### src/rtl/fp_align_unpack_if.sv
// -----------------------------------------------------------------------------
// fp_align_unpack_if
// Bus between the FP add/sub front end and its neighbours.
//   Input side : in_valid / in_ready handshake carrying operands a and b.
//   Output side: out_valid / out_ready handshake carrying the aligned pair
//                (mant_l, mant_s, sticky), common exponent, signs, swap flag
//                and the exception flag.
// Modports:
//   master - the producer/consumer surrounding the block (drives operands,
//            out_ready)
//   slave  - fp_align_unpack itself
// -----------------------------------------------------------------------------
interface fp_align_unpack_if;
    logic        in_valid;
    logic        in_ready;
    logic [31:0] a;
    logic [31:0] b;
    logic        out_valid;
    logic        out_ready;
    logic        sign_l;
    logic        sign_s;
    logic        swapped;
    logic [7:0]  exp_out;
    logic [23:0] mant_l;
    logic [23:0] mant_s;
    logic        sticky;
    logic        exception1;

    modport master (
        output in_valid, a, b, out_ready,
        input  in_ready, out_valid, sign_l, sign_s, swapped, exp_out,
               mant_l, mant_s, sticky, exception1
    );

    modport slave (
        input  in_valid, a, b, out_ready,
        output in_ready, out_valid, sign_l, sign_s, swapped, exp_out,
               mant_l, mant_s, sticky, exception1
    );
endinterface

### src/rtl/fp_align_unpack.sv
// -----------------------------------------------------------------------------
// fp_align_unpack
// Front end of the single-precision add/sub datapath. Captures an operand
// pair, unpacks it, orders the operands by magnitude and right-aligns the
// smaller mantissa one bit per cycle while accumulating a sticky bit.
// Ports:
//   i_clk    - rising-edge clock
//   i_rst_n  - synchronous active-low reset
//   bus      - fp_align_unpack_if.slave (operand and result handshakes)
// -----------------------------------------------------------------------------
module fp_align_unpack (
    input  logic                 i_clk,
    input  logic                 i_rst_n,
    fp_align_unpack_if.slave     bus
);

    typedef enum logic [1:0] {
        IDLE   = 2'd0,
        UNPACK = 2'd1,
        SHIFT  = 2'd2,
        DONE   = 2'd3
    } state_t;

    // NaN/Inf or denormal operand
    function automatic logic is_exc(input logic [7:0] e, input logic [22:0] f);
        return (e == 8'hFF) || ((e == 8'h00) && (f != 23'd0));
    endfunction

    // Mantissa with hidden bit; zero/denormal exponents get hidden bit 0
    function automatic logic [23:0] mant_of(input logic [7:0] e, input logic [22:0] f);
        return {(e != 8'h00), f};
    endfunction

    state_t      r_state;
    state_t      w_state_nxt;

    logic [31:0] r_a;
    logic [31:0] r_b;
    logic [4:0]  r_cnt;
    logic        r_out_valid;
    logic        r_sign_l;
    logic        r_sign_s;
    logic        r_swapped;
    logic [7:0]  r_exp_out;
    logic [23:0] r_mant_l;
    logic [23:0] r_mant_s;
    logic        r_sticky;
    logic        r_exception1;

    logic        w_accept;
    logic        w_unpack;
    logic        w_shift;
    logic        w_release;

    logic        w_exc;
    logic        w_a_larger;
    logic [7:0]  w_exp_l;
    logic [7:0]  w_exp_s;
    logic [7:0]  w_diff;
    logic [4:0]  w_n;
    logic [23:0] w_mant_a;
    logic [23:0] w_mant_b;

    // Unpack view of the captured operands
    assign w_mant_a   = mant_of(r_a[30:23], r_a[22:0]);
    assign w_mant_b   = mant_of(r_b[30:23], r_b[22:0]);
    assign w_exc      = is_exc(r_a[30:23], r_a[22:0]) || is_exc(r_b[30:23], r_b[22:0]);
    // Exponent sits above the fraction, so comparing {exp,frac} orders by
    // exponent first and mantissa second; ties keep A as the larger operand.
    assign w_a_larger = (r_a[30:0] >= r_b[30:0]);
    assign w_exp_l    = w_a_larger ? r_a[30:23] : r_b[30:23];
    assign w_exp_s    = w_a_larger ? r_b[30:23] : r_a[30:23];
    // Ordering first guarantees exp_l >= exp_s, so this never wraps
    assign w_diff     = w_exp_l - w_exp_s;
    // Beyond 25 shifts the result is the same (all bits into sticky)
    assign w_n        = (w_diff > 8'd25) ? 5'd25 : w_diff[4:0];

    // State register
    always_ff @(posedge i_clk) begin
        if (!i_rst_n) begin
            r_state <= IDLE;
        end else begin
            r_state <= w_state_nxt;
        end
    end

    // Next-state logic
    always_comb begin
        w_state_nxt = r_state;
        case (r_state)
            IDLE: begin
                if (bus.in_valid) begin
                    w_state_nxt = UNPACK;
                end else begin
                    w_state_nxt = IDLE;
                end
            end
            UNPACK: begin
                if (w_exc || (w_n == 5'd0)) begin
                    w_state_nxt = DONE;
                end else begin
                    w_state_nxt = SHIFT;
                end
            end
            SHIFT: begin
                if (r_cnt <= 5'd1) begin
                    w_state_nxt = DONE;
                end else begin
                    w_state_nxt = SHIFT;
                end
            end
            DONE: begin
                if (bus.out_ready) begin
                    w_state_nxt = IDLE;
                end else begin
                    w_state_nxt = DONE;
                end
            end
            default: w_state_nxt = IDLE;
        endcase
    end

    // Datapath control strobes decoded from the state
    always_comb begin
        w_accept  = 1'b0;
        w_unpack  = 1'b0;
        w_shift   = 1'b0;
        w_release = 1'b0;
        case (r_state)
            IDLE:    w_accept  = bus.in_valid;
            UNPACK:  w_unpack  = 1'b1;
            SHIFT:   w_shift   = 1'b1;
            DONE:    w_release = bus.out_ready;
            default: w_accept  = 1'b0;
        endcase
    end

    // Operand capture, unpack/order, serial alignment and result handshake
    always_ff @(posedge i_clk) begin
        if (!i_rst_n) begin
            r_a          <= 32'd0;
            r_b          <= 32'd0;
            r_cnt        <= 5'd0;
            r_out_valid  <= 1'b0;
            r_sign_l     <= 1'b0;
            r_sign_s     <= 1'b0;
            r_swapped    <= 1'b0;
            r_exp_out    <= 8'd0;
            r_mant_l     <= 24'd0;
            r_mant_s     <= 24'd0;
            r_sticky     <= 1'b0;
            r_exception1 <= 1'b0;
        end else begin
            if (w_accept) begin
                r_a <= bus.a;
                r_b <= bus.b;
            end
            if (w_unpack) begin
                r_sign_l     <= w_a_larger ? r_a[31] : r_b[31];
                r_sign_s     <= w_a_larger ? r_b[31] : r_a[31];
                r_swapped    <= ~w_a_larger;
                r_cnt        <= w_n;
                r_sticky     <= 1'b0;
                r_exception1 <= w_exc;
                if (w_exc) begin
                    r_exp_out <= 8'hFF;
                    r_mant_l  <= 24'd0;
                    r_mant_s  <= 24'd0;
                end else begin
                    r_exp_out <= w_exp_l;
                    r_mant_l  <= w_a_larger ? w_mant_a : w_mant_b;
                    r_mant_s  <= w_a_larger ? w_mant_b : w_mant_a;
                end
                if (w_exc || (w_n == 5'd0)) begin
                    r_out_valid <= 1'b1;
                end
            end else if (w_shift) begin
                r_mant_s <= {1'b0, r_mant_s[23:1]};
                r_sticky <= r_sticky | r_mant_s[0];
                r_cnt    <= r_cnt - 5'd1;
                if (r_cnt <= 5'd1) begin
                    r_out_valid <= 1'b1;
                end
            end
            if (w_release) begin
                r_out_valid <= 1'b0;
            end
        end
    end

    assign bus.in_ready   = (r_state == IDLE);
    assign bus.out_valid  = r_out_valid;
    assign bus.sign_l     = r_sign_l;
    assign bus.sign_s     = r_sign_s;
    assign bus.swapped    = r_swapped;
    assign bus.exp_out    = r_exp_out;
    assign bus.mant_l     = r_mant_l;
    assign bus.mant_s     = r_mant_s;
    assign bus.sticky     = r_sticky;
    assign bus.exception1 = r_exception1;

endmodule
### src/flat_wrapper.sv
// flat-port wrapper written by rule: the top's interface ports become plain ports
module fp_align_unpack_flat 
  (i_clk, i_rst_n, bus_in_valid, bus_a, bus_b, bus_out_ready, bus_in_ready, bus_out_valid, bus_sign_l, bus_sign_s, bus_swapped, bus_exp_out, bus_mant_l, bus_mant_s, bus_sticky, bus_exception1);
  fp_align_unpack_if bus_i ();
  input  logic i_clk;
  input  logic i_rst_n;
  input wire logic [$bits(bus_i.in_valid)-1:0] bus_in_valid;
  input wire logic [$bits(bus_i.a)-1:0] bus_a;
  input wire logic [$bits(bus_i.b)-1:0] bus_b;
  input wire logic [$bits(bus_i.out_ready)-1:0] bus_out_ready;
  output wire logic [$bits(bus_i.in_ready)-1:0] bus_in_ready;
  output wire logic [$bits(bus_i.out_valid)-1:0] bus_out_valid;
  output wire logic [$bits(bus_i.sign_l)-1:0] bus_sign_l;
  output wire logic [$bits(bus_i.sign_s)-1:0] bus_sign_s;
  output wire logic [$bits(bus_i.swapped)-1:0] bus_swapped;
  output wire logic [$bits(bus_i.exp_out)-1:0] bus_exp_out;
  output wire logic [$bits(bus_i.mant_l)-1:0] bus_mant_l;
  output wire logic [$bits(bus_i.mant_s)-1:0] bus_mant_s;
  output wire logic [$bits(bus_i.sticky)-1:0] bus_sticky;
  output wire logic [$bits(bus_i.exception1)-1:0] bus_exception1;
  assign bus_i.in_valid = bus_in_valid;
  assign bus_i.a = bus_a;
  assign bus_i.b = bus_b;
  assign bus_i.out_ready = bus_out_ready;
  assign bus_in_ready = bus_i.in_ready;
  assign bus_out_valid = bus_i.out_valid;
  assign bus_sign_l = bus_i.sign_l;
  assign bus_sign_s = bus_i.sign_s;
  assign bus_swapped = bus_i.swapped;
  assign bus_exp_out = bus_i.exp_out;
  assign bus_mant_l = bus_i.mant_l;
  assign bus_mant_s = bus_i.mant_s;
  assign bus_sticky = bus_i.sticky;
  assign bus_exception1 = bus_i.exception1;
  fp_align_unpack u_core (.i_clk(i_clk), .i_rst_n(i_rst_n), .bus(bus_i));
endmodule
### config.mk
export PLATFORM = sky130hd
export DESIGN_NAME = fp_align_unpack_flat
export DESIGN_NICKNAME = d
export VERILOG_FILES = /design/src/rtl/fp_align_unpack_if.sv /design/src/rtl/fp_align_unpack.sv /design/src/flat_wrapper.sv
export SDC_FILE = /design/constraint.sdc
export NUM_CORES = 1
export LEC_CHECK = 0
export CAP_MARGIN = 10
export CORE_UTILIZATION = 25
export CTS_CLUSTER_DIAMETER = 30
export DETAILED_ROUTE_END_ITERATION = 10
export PLACE_DENSITY = 0.53
export SLEW_MARGIN = 40
export SYNTH_ARGS = -nofsm -noshare
export SYNTH_HDL_FRONTEND = slang
export SYNTH_SLANG_ARGS = --single-unit
### constraint.sdc
create_clock -name i_clk -period 8.2 [get_ports i_clk]
set_input_delay 1.23 -clock i_clk [delete_from_list [all_inputs] [get_ports i_clk]]
set_output_delay 1.23 -clock i_clk [all_outputs]
set_load 0.05 [all_outputs]
==> impl_results.md, run 1 <==
- Status: finished clean
- Sum of met3 wire segment lengths after detailed routing: 1080 um
- Critical path launch point type: flop
- Register Area: 0.00266 mm^2
- Final critical delay including setup and external delays: 4270 ps
- RePlAce Congestion: approximately 0.89
- Post-detailed-route wirelength per cell: 16.9 um
- Cell Area, Placed: 0.00882 mm^2
- End of the worst register-to-register path: u_core.r_cnt[2]
- Period Utilization, post-route: 52.0%
- Core area: 0.0281 mm^2
- Detailed-route via count: 6759
- Layout cells sized above 1: 6.45%
- Arrival time of data at the critical path endpoint: between 4000 and 5000 ps
- Max-Cap Viols: 0
- Initial Utilization: 25.7%
- Tot Pwr: 3400 uW
- Clock tree sinks: 133
- Clock transition at the registers of the reported paths: 60 ps
- Net count after synthesis: 1036
- Number of buffers added to fix hold violations after cts: 0
- Total Routing Usage GR: 16.7%
- Crit path top cell by count: a2111oi_4
- Count of final setup violators: 0
- Mean Syn Cell Area: 7.74 um^2
- Hold Crit Class: reg2reg
- Hold wc startpoint: u_core.bus.mant_l[7]
- Fill cells: 3080
- Num rows: 61
- Minimum hold slack: around 450 ps
- Dominant register cell in the synthesized netlist: dfxtp_1
- Critical path class: reg2reg
- Final hold violations: 0
- Top routing layer in use: met4
- Delay of the slowest critical-path stage: 540 ps
- Diode count: 0
- Wire length the detailed router placed on met1: roughly 13000 um
- Category of cells accounting for the largest share of critical-path delay: simple AND/OR/NAND/NOR gates
- Worst slew margin relative to its limit: 46.6%
- Transition time at the pin with the least slew margin: just under 800 ps
- Number of enable-type register cells in the synthesized netlist: 0
- Quantity of gates resized following cts: 0
- Total routed wirelength: 24000 um
- TritonRoute pass-1 iters: 5
- Vias in the first global route: 6403
- Detailed route wirelength on metal2: 9780 um
- Maximum fanout count along the critical path: just under 60
- NumNets Final: 1131
- Worst ir drop on vdd: 0.177 mV
- Wire length of the first global-routing pass: 37200 um
- Crit path capture type: flop
- Post-Syn Area: slightly above 0.007 mm^2
- Half-perimeter wire length of the detailed placement result: roughly 18000 um
- Slack of the worst reg-to-reg path: 3930 ps
- P per Cell Area: between 300 and 400 mW/mm^2
- Distinct cell type count of the synthesized netlist: 65
- Initial antenna violation count: 0
- Total DRC errors in the routed layout: 0
- Proportion of register bits with asynchronous set or reset after synthesis: 0%
- Origin of the critical flop-to-flop path: u_core.r_b[26]
- Maximum number of pins on one net before global-route repair: 77
- Worst Hold End: u_core.bus.mant_l[7]
- Data required time at the worst endpoint: between 8000 and 9000 ps
- Via/cell ratio: 4.77
- Number of nets with antenna violations after routing: 0
- Standard cell with the maximum stage delay on the critical path: nand2_4
- Worst clock skew on the final layout: 12.2 ps
- Cell at the root of the clock tree: clkbuf_16
- Unrepaired setup endpoints after global routing: no
- Number of buffers added for setup after CTS: 0
- Final setup margin: 3930 ps
- Static leakage power: 0.00342 uW
- Combined area of the multi-input logic cells: roughly 0.0042 mm^2
- Count of buffering cells on the critical path with inverters included: 1
- Crit-path cells: inv_1, ha_1, nand4_4, nor4_2, a22oi_1, and2_1, nand2_4, mux2i_4, a2111oi_4, a2111oi_4, o22ai_2, or3_1, a21oi_1
- Maximum level of the CTS H-tree: 4
- I/O pin cnt: 131
- Clock tree from TritonCTS: yes
- Number of buffers on the longest clock path: 2
- Iter 0 DRT Violations: 448
- Total clock buffers created by CTS: 17
- Die width: 172 um
- Die area: 0.0295 mm^2
- Die Y-Extent: around 170 um
- Synthesis warning total: 0
- Mapped Cells: 931
- FF-to-FF path depth: 13
- Maximum clock rate: between 200 and 250 MHz
- Total non-filler cell area in the finished layout: 0.00947 mm^2
- Area overhead of the layout relative to synthesis: 31.4%
- Pre-CTS setup slack: roughly 3900 ps
- Total global routing overflow: 0
- Synth Register Bits: about 130
- Clock latency reported for the late side of the worst-skew pair: 420 ps
- Pins Over Slew Limit: 0
- Buffers added on ports: 130
- Hold path depth: 2
- Total negative slack: 0 ps
- Sequential element share of the synthesized area: 36.9%
-- how the worst max path moves through the flow --
stage	from	end	slack (ps)	depth (start not counted)
global route	u_core.r_b[29]	u_core.r_state[0]	3530	13
global placement	u_core.r_b[26]	u_core.r_cnt[2]	4050	13
finish	u_core.r_b[26]	u_core.r_cnt[2]	3930	13
detailed placement	u_core.r_b[26]	u_core.r_cnt[2]	3940	13
floorplan	u_core.r_b[26]	u_core.r_cnt[2]	4840	14
CTS	u_core.r_b[26]	u_core.r_cnt[2]	3910	13
-- worst min-delay path: cells and delay by family (launching register included) --
kind	cells	cell delay [ps]
flops	1	320
simple gates	1	40
compound gates	1	50
-- synthesized netlist by cell type (all sizes together) (8+ instances only) --
cell    number  area [um^2]
nand2      205          777
dfxtp      133         2660
nor2        77          294
o21ai       74          374
a21boi      65          488
a21oi       57          285
clkbuf      54          203
inv         42          158
ha          37          463
a221oi      26          240
nor3b       25          188
nand4       17          121
nor4        17          113
nor2b        9         56.3
nor3         9         45.0
buf          8         45.0
mux2i        8         92.6
-- cells in the final DEF, fill, tap and decap left out, types with 3 or more instances in the layout --
cell               n
nand3_1            7
a21oi_1           57
nor2_1            75
nand2_1          202
nor3b_1           25
and2_1             4
clkdlybuf4s50_1  129
nor4_1            15
nor3_1             9
inv_1             41
bufinv_16          5
dfxtp_1          133
mux2_2             3
o21ai_0           71
xnor2_1            3
a21boi_0          65
a221oi_1          24
mux2i_1            7
buf_4              8
nand4_1           16
nor2b_1            8
inv_6              4
clkbuf_16         17
a211oi_1           3
ha_1              37
xor2_1             5
-- stage by stage --
step	cells	util, %
6_report	1417	33.7
5_1_grt	1417	33.7
4_1_cts	1417	33.7
3_5_place_dp	1385	31.4
3_3_place_gp	1385	31.4
2_1_floorplan	931	-
-- logic make-up (layout without fill, tap and decap cells) --
group,count (synthesis),in the layout,synth area share [%]
simple gates,378,378,23.7
compound gates,258,258,24.3
flops,133,133,36.9
buf+inv,105,213,5.67
fa+ha+maj,37,37,6.42
mux,12,12,1.96
xor+xnor,8,8,0.972
-- registers in the layout, summed over array words and instances (netlist names), 2 cells and up --
signal              flops
u_core.bus.exp_out      8
u_core.bus.mant_l      24
u_core.bus.mant_s      24
u_core.r_a             32
u_core.r_b             32
u_core.r_cnt            5
u_core.r_state          2
-- report_power, final --
group | internal [uW] | leakage [uW] | total [uW] | switching, uW
Sequential | 782 | 0.00109 | 913 | 131
Clock | 546 | 0.000311 | 860 | 314
Combinational | 549 | 0.00202 | 1630 | 1080
-- metal layers --
| layer | GRT usage [%] | vias up |
|---|---|---|
| met5 | 0 | - |
| met4 | 4.42 | 0 |
| met3 | 3.22 | 21 |
| met2 | 23.5 | 139 |
| met1 | 25.3 | 3165 |
| li1 | - | 3434 |
-- area by class of cell --
type                    instances  area share [%]
inverters                      43            1.70
flip-flops and latches        133            28.1
multi-input cells             693            44.0
well taps                     378            4.99
clock buffers                  19            4.57
repair buffers                138            14.3
clock inverters                13            2.32
Power figures use the tool's default switching activity.
==> inputs of run 2 (changes only) <==
- PLACE_DENSITY: 0.53 -> 0.55
- clock period: 8.2 -> 3.65 ns (I/O delays scaled with it)
==> run 2 against run 1 <==
Against the previous run: final cell count is 4.9% higher; critical path depth is 2 higher; die area unchanged; wire length increased by 4.8%; clock power grew 100%; largest cell class unchanged; highest routed layer unchanged.
==> impl_results.md, run 2 (synthesis gave the netlist of run 1 again) <==
- Status: finished clean
- Number of buffers on the longest clock path: 2 (unchanged)
- Die Y-Extent: 172 um (unchanged)
- Max-Cap Viols: 0 (unchanged)
- Num rows: 61 (unchanged)
- Most frequent cells in the layout: nand2_1 (203), dfxtp_1 (130), clkdlybuf4s50_1 (129), buf_4 (78), nor2_1 (75)
- Origin of the critical flop-to-flop path: u_core.r_b[12]
- Number of buffers added to fix hold violations after cts: 0 (unchanged)
- Total Routing Usage GR: 17.4% (+0.76 points)
- Initial antenna violation count: 0 (unchanged)
- Worst slew margin relative to its limit: 51.2% (+4.6 points)
- Crit path capture type: flop
- Data required time at the worst endpoint: 3960 ps (-4590 ps)
- Arrival time of data at the critical path endpoint: 3790 ps (-830 ps)
- Tot Pwr: 7820 uW (+130%)
- Share of the core filled with cells in the final layout: 35.7% (+2.0 points)
- Post-detailed-route wirelength per cell: 16.9 um (-0.12%)
- Most common cell after layout, fill and taps aside: nand2_1
- Hold path depth: 2 (unchanged)
- Standard cell with the maximum stage delay on the critical path: dfxtp_1
- End of the worst register-to-register path: u_core.r_cnt[4]
- Slack of the worst reg-to-reg path: 170 ps (-3770 ps)
- Maximum number of pins on one net before global-route repair: 65 (-16%)
- Worst Hold End: u_core.bus.mant_l[5]
- Initial Utilization: 25.7% (unchanged)
- Clock tree from TritonCTS: yes
- Registers with the highest flip-flop counts: u_core.r_a x32, u_core.r_b x32
- Total DRC errors in the routed layout: 0 (unchanged)
- Count of final setup violators: 0 (unchanged)
- Combined area of the multi-input logic cells: 0.00427 mm^2 (+2.4%)
- Cell at the root of the clock tree: clkbuf_16
- Detailed-route via count: 6960 (+3.0%)
- Crit-path cells: inv_1, ha_1, nand4_1, nor4_1, buf_4, a221oi_2, and2_4, a211oi_4, o22ai_2, a211oi_2, xor2_1, o21ai_2, buf_4, nor3b_1, o21ai_0
- I/O pin cnt: 131 (unchanged)
- Via/cell ratio: 4.68 (-1.9%)
- Critical path launch point type: flop
- Maximum fanout count along the critical path: 6 (-90%)
- NumNets Final: 1201 (+6.2%)
- Total non-filler cell area in the finished layout: 0.0100 mm^2 (+5.9%)
- Wire length of the first global-routing pass: 38900 um (+4.6%)
- Transition time at the pin with the least slew margin: 732 ps (-64.2 ps)
- Total routed wirelength: 25100 um (+4.8%)
- Cell Area, Placed: 0.00932 mm^2 (+5.7%)
- Delay of the slowest critical-path stage: 360 ps (-180 ps)
- Maximum level of the CTS H-tree: 4 (unchanged)
- Clock tree sinks: 133 (unchanged)
- Hold wc startpoint: u_core.bus.mant_l[5]
- Pins Over Slew Limit: 0 (unchanged)
- Diode count: 0 (unchanged)
- Area overhead of the layout relative to synthesis: 39.1%
- Final critical delay including setup and external delays: 3480 ps (-785 ps)
- Register Area: 0.00267 mm^2 (+0.14%)
- Total global routing overflow: 0 (unchanged)
- Clock transition at the registers of the reported paths: 60 ps (about the same)
- Worst ir drop on vdd: 0.465 mV (+160%)
- Buffers added on ports: 130 (unchanged)
- Worst setup path start: u_core.r_b[12]
- Maximum clock rate: 287 MHz (+23%)
- TritonRoute pass-1 iters: 8 (+3)
- Worst clock skew on the final layout: 10.4 ps (-1.81 ps)
- Die width: 172 um (unchanged)
- Critical path class: reg2reg
- Core area: 0.0281 mm^2 (unchanged)
- Placed cell count: 1453 (+4.9%)
- Iter 0 DRT Violations: 418 (-6.7%)
- P per Cell Area: 780 mW/mm^2 (+120%)
- Vias in the first global route: 6761 (+5.6%)
- Fill cells: 2989 (-3.0%)
- Crit path top cell by count: buf_4
- Final cell count without fillers: 1487 (+4.9%)
- Layout cells sized above 1: 14.0% (+7.5 points)
- Unrepaired setup endpoints after global routing: yes
- Period Utilization, post-route: 95.4% (+43 points)
- Hold Crit Class: reg2reg
- FF-to-FF path depth: 15 (+2)
- Die area: 0.0295 mm^2 (unchanged)
- Half-perimeter wire length of the detailed placement result: 19000 um (+6.8%)
- Number of nets with antenna violations after routing: 0 (unchanged)
- Static leakage power: 0.00378 uW (+10%)
- Total clock buffers created by CTS: 17 (unchanged)
- Final hold violations: 0 (unchanged)
- RePlAce Congestion: 0.880 (-1.5%)
- Clock latency reported for the late side of the worst-skew pair: 430 ps (about the same)
-- run 2: cell types whose count changed in the layout (fill, tap and decap cells not counted), sizes merged --
cell | before | now
buf | 9 | 79
bufinv | 5 | 2
clkbuf | 19 | 17
clkinv | 2 | 9
clkinvlp | 2 | 1
inv | 47 | 46
-- run 2: report_power, final --
group	switching, uW	leakage, uW	internal [uW]	total, uW
Clock	720	0.000289	1010	1730
Sequential	240	0.00109	1760	2000
Combinational	2600	0.00240	1500	4090
Total	3560	0.00378	4270	7820
-- run 2: routing by layer --
| layer | vias to the layer above | wire length, um | global-route usage, % | part of all wire (%) |
|---|---|---|---|---|
| li1 | 3573 | - | - | - |
| met1 | 3217 | 13000 | 25.5 | 52 |
| met2 | 148 | 10600 | 25.9 | 42 |
| met3 | 22 | 1180 | 3.41 | 4.7 |
| met4 | 0 | 354 | 4.42 | 1.4 |
| met5 | - | 0 | 0 | 0 |
-- run 2: per-stage QoR --
step	setup slack, ps	hold slack (ps)	TNS (ps)
floorplan	291	455	0
detailed placement	70.5	445	0
global route	-22.8	483	-27.1
finish	167	456	0
CTS	9.63	459	0
global placement	80.5	441	0
-- run 2: area by class of cell --
type	count	area share, %
multi-input combinational	693	42.5
sequential	133	26.6
timing repair buffer	208	18.8
tap	378	4.72
clock buffer	17	4.24
inverter	43	1.61
clock inverter	15	1.56
-- run 2: repair_timing --
item,CTS,global route
buffers inserted,0,2
endpoints found under the setup margin,1,7
resized for setup,1,24
pin swaps,0,6
-- run 2: worst max-delay path by stage --
stage | depth (start not counted) | endpoint | slack [ps]
finish | 15 | u_core.r_cnt[4] | 170
global route | 14 | u_core.r_cnt[4] | -20
CTS | 15 | u_core.r_cnt[1] | 10
detailed placement | 14 | u_core.r_state[0] | 70
global placement | 13 | u_core.r_state[0] | 80
floorplan | 14 | u_core.r_cnt[2] | 290
-- run 2: worst max-delay path, delay by kind of cell, from the launching register on --
| family | cells | cell delay (ps) |
|---|---|---|
| flip-flops | 1 | 360 |
| XOR/XNOR | 1 | 190 |
| adder cells (fa/ha/maj) | 1 | 320 |
| buffers and inverters | 3 | 400 |
| AND/OR/NAND/NOR | 4 | 960 |
| AO/OA/AOI/OAI | 6 | 1110 |
